### src/rtl/spi_master.sv
// spi_master: SPI mode-0 (CPOL=0, CPHA=0) master issuing 24-bit MSB-first frames.
// sclk, cs_n and mosi come from clk_sb through a divider; miso is captured into a 24-bit word.
// Optional burst mode is built when SPI_MASTER_BURST_EN is defined. It adds a hold_cs input that
// keeps cs_n low between frames.
module spi_master #(
    parameter int CLK_DIV  = 8,
    parameter int CS_SETUP = 4,
    parameter int CS_GAP   = 8
) (
    input  logic        clk_sb,
    input  logic        reset_n,
    input  logic        start,
    input  logic [23:0] tx_data,
`ifdef SPI_MASTER_BURST_EN
    input  logic        hold_cs,
`endif
    output logic        busy,
    output logic        done,
    output logic [23:0] rx_data,
    output logic        sclk,
    output logic        cs_n,
    output logic        mosi,
    input  logic        miso
);

    // One shared cycle counter serves the divider, the cs setup time and the gap time.
    // It is sized for the longest of the three.
    localparam int CNT_SPAN = (CLK_DIV > CS_SETUP) ? ((CLK_DIV > CS_GAP) ? CLK_DIV : CS_GAP)
                                                   : ((CS_SETUP > CS_GAP) ? CS_SETUP : CS_GAP);
    localparam int CNT_W = $clog2(CNT_SPAN) + 1;

    localparam logic [CNT_W-1:0] DIV_LAST   = CNT_W'(CLK_DIV - 1);
    localparam logic [CNT_W-1:0] SETUP_LAST = CNT_W'(CS_SETUP - 1);
    localparam logic [CNT_W-1:0] GAP_LAST   = CNT_W'(CS_GAP - 1);
    localparam logic [CNT_W-1:0] CNT_ONE    = CNT_W'(1);

    localparam logic [2:0] ST_IDLE    = 3'd0;
    localparam logic [2:0] ST_SETUP   = 3'd1;
    localparam logic [2:0] ST_XFER    = 3'd2;
    localparam logic [2:0] ST_HOLD    = 3'd3;
    localparam logic [2:0] ST_GAP     = 3'd4;
`ifdef SPI_MASTER_BURST_EN
    localparam logic [2:0] ST_IDLE_CS = 3'd5;
`endif

    logic [2:0]       state_q, state_d;
    logic [CNT_W-1:0] cnt_q, cnt_d;
    logic [4:0]       bit_cnt_q, bit_cnt_d;
    logic [23:0]      tx_shift_q, tx_shift_d;
    logic [23:0]      rx_shift_q, rx_shift_d;
    logic [23:0]      rx_data_q, rx_data_d;
    logic             busy_q, busy_d;
    logic             done_q, done_d;
    logic             sclk_q, sclk_d;
    logic             cs_n_q, cs_n_d;
    logic             mosi_q, mosi_d;
    logic             miso_s1_q, miso_s2_q;
`ifdef SPI_MASTER_BURST_EN
    logic             hold_q, hold_d;
`endif
    logic             accept;
    logic             sclk_rise;

    // Next-state logic: frame sequencing, divider, bit shifting and result capture.
    always_comb begin
        state_d    = state_q;
        cnt_d      = cnt_q;
        bit_cnt_d  = bit_cnt_q;
        tx_shift_d = tx_shift_q;
        rx_shift_d = rx_shift_q;
        rx_data_d  = rx_data_q;
        busy_d     = busy_q;
        done_d     = 1'b0;
        sclk_d     = sclk_q;
        cs_n_d     = cs_n_q;
        mosi_d     = mosi_q;
`ifdef SPI_MASTER_BURST_EN
        hold_d     = hold_q;
        accept     = start && ((state_q == ST_IDLE) || (state_q == ST_IDLE_CS));
`else
        accept     = start && (state_q == ST_IDLE);
`endif
        sclk_rise  = 1'b0;

        case (state_q)
            ST_SETUP: begin
                if (cnt_q == SETUP_LAST) begin
                    cnt_d     = '0;
                    sclk_d    = 1'b1;
                    sclk_rise = 1'b1;
                    state_d   = ST_XFER;
                end else begin
                    cnt_d = cnt_q + CNT_ONE;
                end
            end
            ST_XFER: begin
                if (cnt_q == DIV_LAST) begin
                    cnt_d = '0;
                    if (sclk_q) begin
                        // Falling edge: a bit is complete. Present the next bit or finish.
                        sclk_d    = 1'b0;
                        bit_cnt_d = bit_cnt_q + 5'd1;
                        if (bit_cnt_q == 5'd23) begin
                            state_d = ST_HOLD;
                        end else begin
                            tx_shift_d = tx_shift_q << 1;
                            mosi_d     = tx_shift_q[22];
                        end
                    end else begin
                        sclk_d    = 1'b1;
                        sclk_rise = 1'b1;
                    end
                end else begin
                    cnt_d = cnt_q + CNT_ONE;
                end
            end
            ST_HOLD: begin
                if (cnt_q == DIV_LAST) begin
                    cnt_d     = '0;
                    rx_data_d = rx_shift_q;
                    done_d    = 1'b1;
                    mosi_d    = 1'b0;
`ifdef SPI_MASTER_BURST_EN
                    if (hold_q) begin
                        busy_d  = 1'b0;
                        state_d = ST_IDLE_CS;
                    end else begin
                        cs_n_d  = 1'b1;
                        state_d = ST_GAP;
                    end
`else
                    cs_n_d  = 1'b1;
                    state_d = ST_GAP;
`endif
                end else begin
                    cnt_d = cnt_q + CNT_ONE;
                end
            end
            ST_GAP: begin
                if (cnt_q == GAP_LAST) begin
                    cnt_d   = '0;
                    busy_d  = 1'b0;
                    state_d = ST_IDLE;
                end else begin
                    cnt_d = cnt_q + CNT_ONE;
                end
            end
            default: begin
                // IDLE (and IDLE-CS in burst builds): accept handled below.
            end
        endcase

        // The synchronised miso sample lands 2 cycles before each sclk rise.
        // Mosi was set at the previous fall, so the data is already stable by then.
        if (sclk_rise) begin
            rx_shift_d = {rx_shift_q[22:0], miso_s2_q};
        end

        if (accept) begin
            tx_shift_d = tx_data;
            mosi_d     = tx_data[23];
            rx_shift_d = '0;
            bit_cnt_d  = '0;
            cnt_d      = '0;
            busy_d     = 1'b1;
            cs_n_d     = 1'b0;
            state_d    = ST_SETUP;
`ifdef SPI_MASTER_BURST_EN
            hold_d     = hold_cs;
`endif
        end
    end

    // State registers. Reset forces cs_n high immediately and discards any partial frame.
    always_ff @(posedge clk_sb or negedge reset_n) begin
        if (!reset_n) begin
            state_q    <= ST_IDLE;
            cnt_q      <= '0;
            bit_cnt_q  <= '0;
            tx_shift_q <= '0;
            rx_shift_q <= '0;
            rx_data_q  <= '0;
            busy_q     <= 1'b0;
            done_q     <= 1'b0;
            sclk_q     <= 1'b0;
            cs_n_q     <= 1'b1;
            mosi_q     <= 1'b0;
            miso_s1_q  <= 1'b0;
            miso_s2_q  <= 1'b0;
`ifdef SPI_MASTER_BURST_EN
            hold_q     <= 1'b0;
`endif
        end else begin
            state_q    <= state_d;
            cnt_q      <= cnt_d;
            bit_cnt_q  <= bit_cnt_d;
            tx_shift_q <= tx_shift_d;
            rx_shift_q <= rx_shift_d;
            rx_data_q  <= rx_data_d;
            busy_q     <= busy_d;
            done_q     <= done_d;
            sclk_q     <= sclk_d;
            cs_n_q     <= cs_n_d;
            mosi_q     <= mosi_d;
            miso_s1_q  <= miso;
            miso_s2_q  <= miso_s1_q;
`ifdef SPI_MASTER_BURST_EN
            hold_q     <= hold_d;
`endif
        end
    end

    assign busy    = busy_q;
    assign done    = done_q;
    assign rx_data = rx_data_q;
    assign sclk    = sclk_q;
    assign cs_n    = cs_n_q;
    assign mosi    = mosi_q;

endmodule

### config.mk
export PLATFORM = sky130hd
export DESIGN_NAME = spi_master
export DESIGN_NICKNAME = d
export VERILOG_FILES = /design/src/rtl/spi_master.sv
export SDC_FILE = /design/constraint.sdc
export NUM_CORES = 1
export LEC_CHECK = 0
export BUFFER_PORTS_ARGS = -buffer_cell sky130_fd_sc_hd__buf_4
export CAP_MARGIN = 20
export CORE_MARGIN = 5
export CORE_UTILIZATION = 57
export CTS_CLUSTER_SIZE = 24
export DETAILED_ROUTE_END_ITERATION = 8
export PLACE_DENSITY = 0.86
export RECOVER_POWER = 25
export SETUP_SLACK_MARGIN = 0.4
export SLEW_MARGIN = 15
export SYNTH_ARGS = -nofsm -noshare
export SYNTH_HDL_FRONTEND = slang
export SYNTH_SLANG_ARGS = --single-unit
### constraint.sdc
create_clock -name clk_sb -period 2.6 [get_ports clk_sb]
set_clock_uncertainty 0.15 [all_clocks]
set_input_delay 0.39 -clock clk_sb [delete_from_list [all_inputs] [get_ports clk_sb]]
set_output_delay 0.39 -clock clk_sb [all_outputs]
set_load 0.005 [all_outputs]
==> impl_results.md <==
* Top-area cell type share of the netlist area at 56.8%
* DP HPWL at 5.04 mm
* Layout cells sized above 1 at 26.5%
* Diodes inserted at 0
* Via Count at 2808
* EDFF count, synth at 0
* Top FF cell, synth: dfrtp_1
* FMAX at 466 MHz
* Status: finished clean
* Post-route design area at 4720 µm²
* Tcrit/Tclk final at 82.6%
* Largest net degree at the start of global routing at 47
* # port buffers at 56
* Clock transition at the registers of the reported paths at 0.08 ns
* Syn Nets at 359
* Final nets at 418
* Critical path launch point type: register
* Netlist cell types at 49
* 1st-pass router iterations at 4
* Area delta synth->final at 20.3%
* Root Driver: clkbuf_8
* Initial antenna violation count at 0
* DR WL/cell at 16.3 µm
* Cell Rows at 30
* H-tree depth reported by CTS at 3
* DRT antenna net count at 0
* Maximum vdd drop at 479 µV
* Register area share after synthesis at 57.4%
* Worst path cell trace: ha_4, nand3b_1, nor4_4, buf_4, clkbuf_16, mux2_2
* Endpoint type of the worst setup path: register
* Critical path's top delay family: simple AND/OR/NAND/NOR gates
* Average size of a mapped cell at 11.9 µm²
* CP arrival at 2.23 ns
* CTS Buf Count at 9
* Worst-margin pin slew at 1.14 ns
* List of most frequent post-synthesis cells: dfrtp_1, o21ai_0, nand2_1, a22o_1, mux2i_1
* Number of DRC markers in iteration 0 at 145
* Cell count after synthesis at 329
* Fin. max-slew vios at 0
* Worst-Skew Late Latency at 0.35 ns
* Max cap viols at 0
* Count leader, synth: dfrtp_1
* Tmin final at 2.15 ns
* Total wire length at 7.71 mm
* Placer congestion estimate at 0.834
* CP Data Required Time at 2.69 ns
* Final hold violation count at 0
* Post-synthesis async set-or-reset flop share at 100%
* First-pass GRT wire length at 12.7 mm
* Synthesis-stage register bit count at 90
* Setup TNS at 0 ns
* CTS tree: built
* Die area at 8640 µm²
* Die height at 93.0 µm
* GRT overflow at 0
* DR vias/cell at 5.94
* Synth area leader: dfrtp_1
* PwrDens at 725 nW/µm²
* Die X at 93.0 µm
* Ranking of synthesized cells by area: dfrtp_1, mux2i_1, a22o_1
* Vias in the first global route at 2569
* Core area at 6760 µm²
* CP max-delay cell: dfrtp_2
* Io pins at 57
* Syn Std Cell Area at 3920 µm²
* Total track usage at 18.5%
* CP Class: reg -> reg
* Initial cell density of the core at 58.1%
* Static Leak at 2.21 nW
* RSZ-0062 raised after global routing: no
* Final setup fails at 0
* Clock Path Buffers at 2
* Yosys warnings at 0
* Largest stage delay on the critical path at 0.44 ns
* Post-route DRC at 0
* Sink Count at 90
* Post-DP Area at 4420 µm²
* Largest fanout on the critical path at 13
* Rel. slew slack at 24.3%
* Hold/Removal Path Class: in -> reg
* Worst Path Buf+Inv at 2
-- cell families (layout without fill, tap and decap cells) --
logic type / after synthesis / count (layout) / synth area share, %
compound gates: 84 / 84 / 14.6
xor+xnor: 4 / 4 / 0.893
fa+ha+maj: 2 / 2 / 0.638
buf+inv: 28 / 92 / 3.25
flops: 90 / 90 / 57.4
mux: 48 / 48 / 13.0
simple gates: 73 / 73 / 10.1
-- repair_timing --
| action | CTS | global route |
|---|---|---|
| gates cloned | 0 | 1 |
| setup buffers | 0 | 3 |
| hold buffers | 2 | 0 |
| endpoints found under the setup margin | 24 | 34 |
| endpoints found under the hold margin | 44 | 0 |
| pin swaps | 0 | 2 |
| resized for setup | 2 | 8 |
-- metal layers --
| layer | global-route usage (%) | part of all wire, % | vias to the layer above |
|---|---|---|---|
| li1 | - | - | 1313 |
| met2 | 27.5 | 49 | 97 |
| met3 | 4.91 | 6.3 | 4 |
| met5 | 0 | 0 | - |
| met4 | 6.35 | 0.30 | 0 |
| met1 | 26.5 | 45 | 1394 |
-- state kept, by name (all words and copies together) (netlist names) --
name,flops
miso_s1_q,1
tx_shift_q,23
rx_shift_q,24
bit_cnt_q,5
miso_s2_q,1
rx_data,24
sclk,1
state_q,3
mosi,1
busy,1
cs_n,1
done,1
cnt_q,4
-- layout make-up --
class / instances / area [µm²]
clock buffer: 12 / 145
clock inverter: 4 / 51.3
fill: 490 / 2040
inverter: 5 / 18.8
multi-input combinational: 211 / 1570
sequential: 90 / 2260
tap: 80 / 100
timing repair buffer: 71 / 578
-- through the flow --
step	util [%]	total power, mW	cells	hold WS (ns)	worst slack, ns
floorplan	-	2.24	329	-0.0556	0.526
global placement	65.5	2.43	451	0.191	0.448
detailed placement	65.5	2.48	451	0.201	0.331
CTS	68.8	3.43	469	0.0954	0.456
global route	69.9	3.65	473	0.122	0.361
finish	69.9	3.42	473	0.125	0.453
-- path summary, 6_finish.rpt --
kind | start | to | slack (ns) | cells past startpoint
worst max-delay path | cnt_q[0] | rx_data[1] | 0.45 | 6
worst min-delay path | tx_data[0] | tx_shift_q[0] | 0.13 | 2
worst max register to register | cnt_q[0] | rx_data[1] | 0.45 | 6
worst min register to register | miso_s1_q | miso_s2_q | 0.21 | 0
max in group asynchronous | reset_n | cnt_q[0] | 0.70 | 3
min in group asynchronous | reset_n | rx_data[16] | 0.65 | 2
-- report_power, final --
part / leakage [nW] / internal [mW] / total [mW] / switching (mW)
sequential: 1.20 / 1.65 / 1.89 / 0.234
combinational: 0.916 / 0.310 / 0.599 / 0.289
clock: 0.0966 / 0.472 / 0.941 / 0.469
-- layout by cell type, fill, tap and decap left out, types with 3 or more instances in the layout --
cell and n:
dfrtp_1 85, buf_4 58, o21ai_0 30, nand2_1 28, a22o_1 24, mux2i_1 23, mux2_1 18, nor2_1 16
a21oi_1 10, clkbuf_8 10, mux2_2 7, clkbuf_4 7, inv_1 4, xor2_1 4, dfrtp_2 4, nand3b_1 3
a31oi_1 3, nand2b_1 3, nor2b_1 3, nand4_1 3
(Power assumes the default switching activity.)
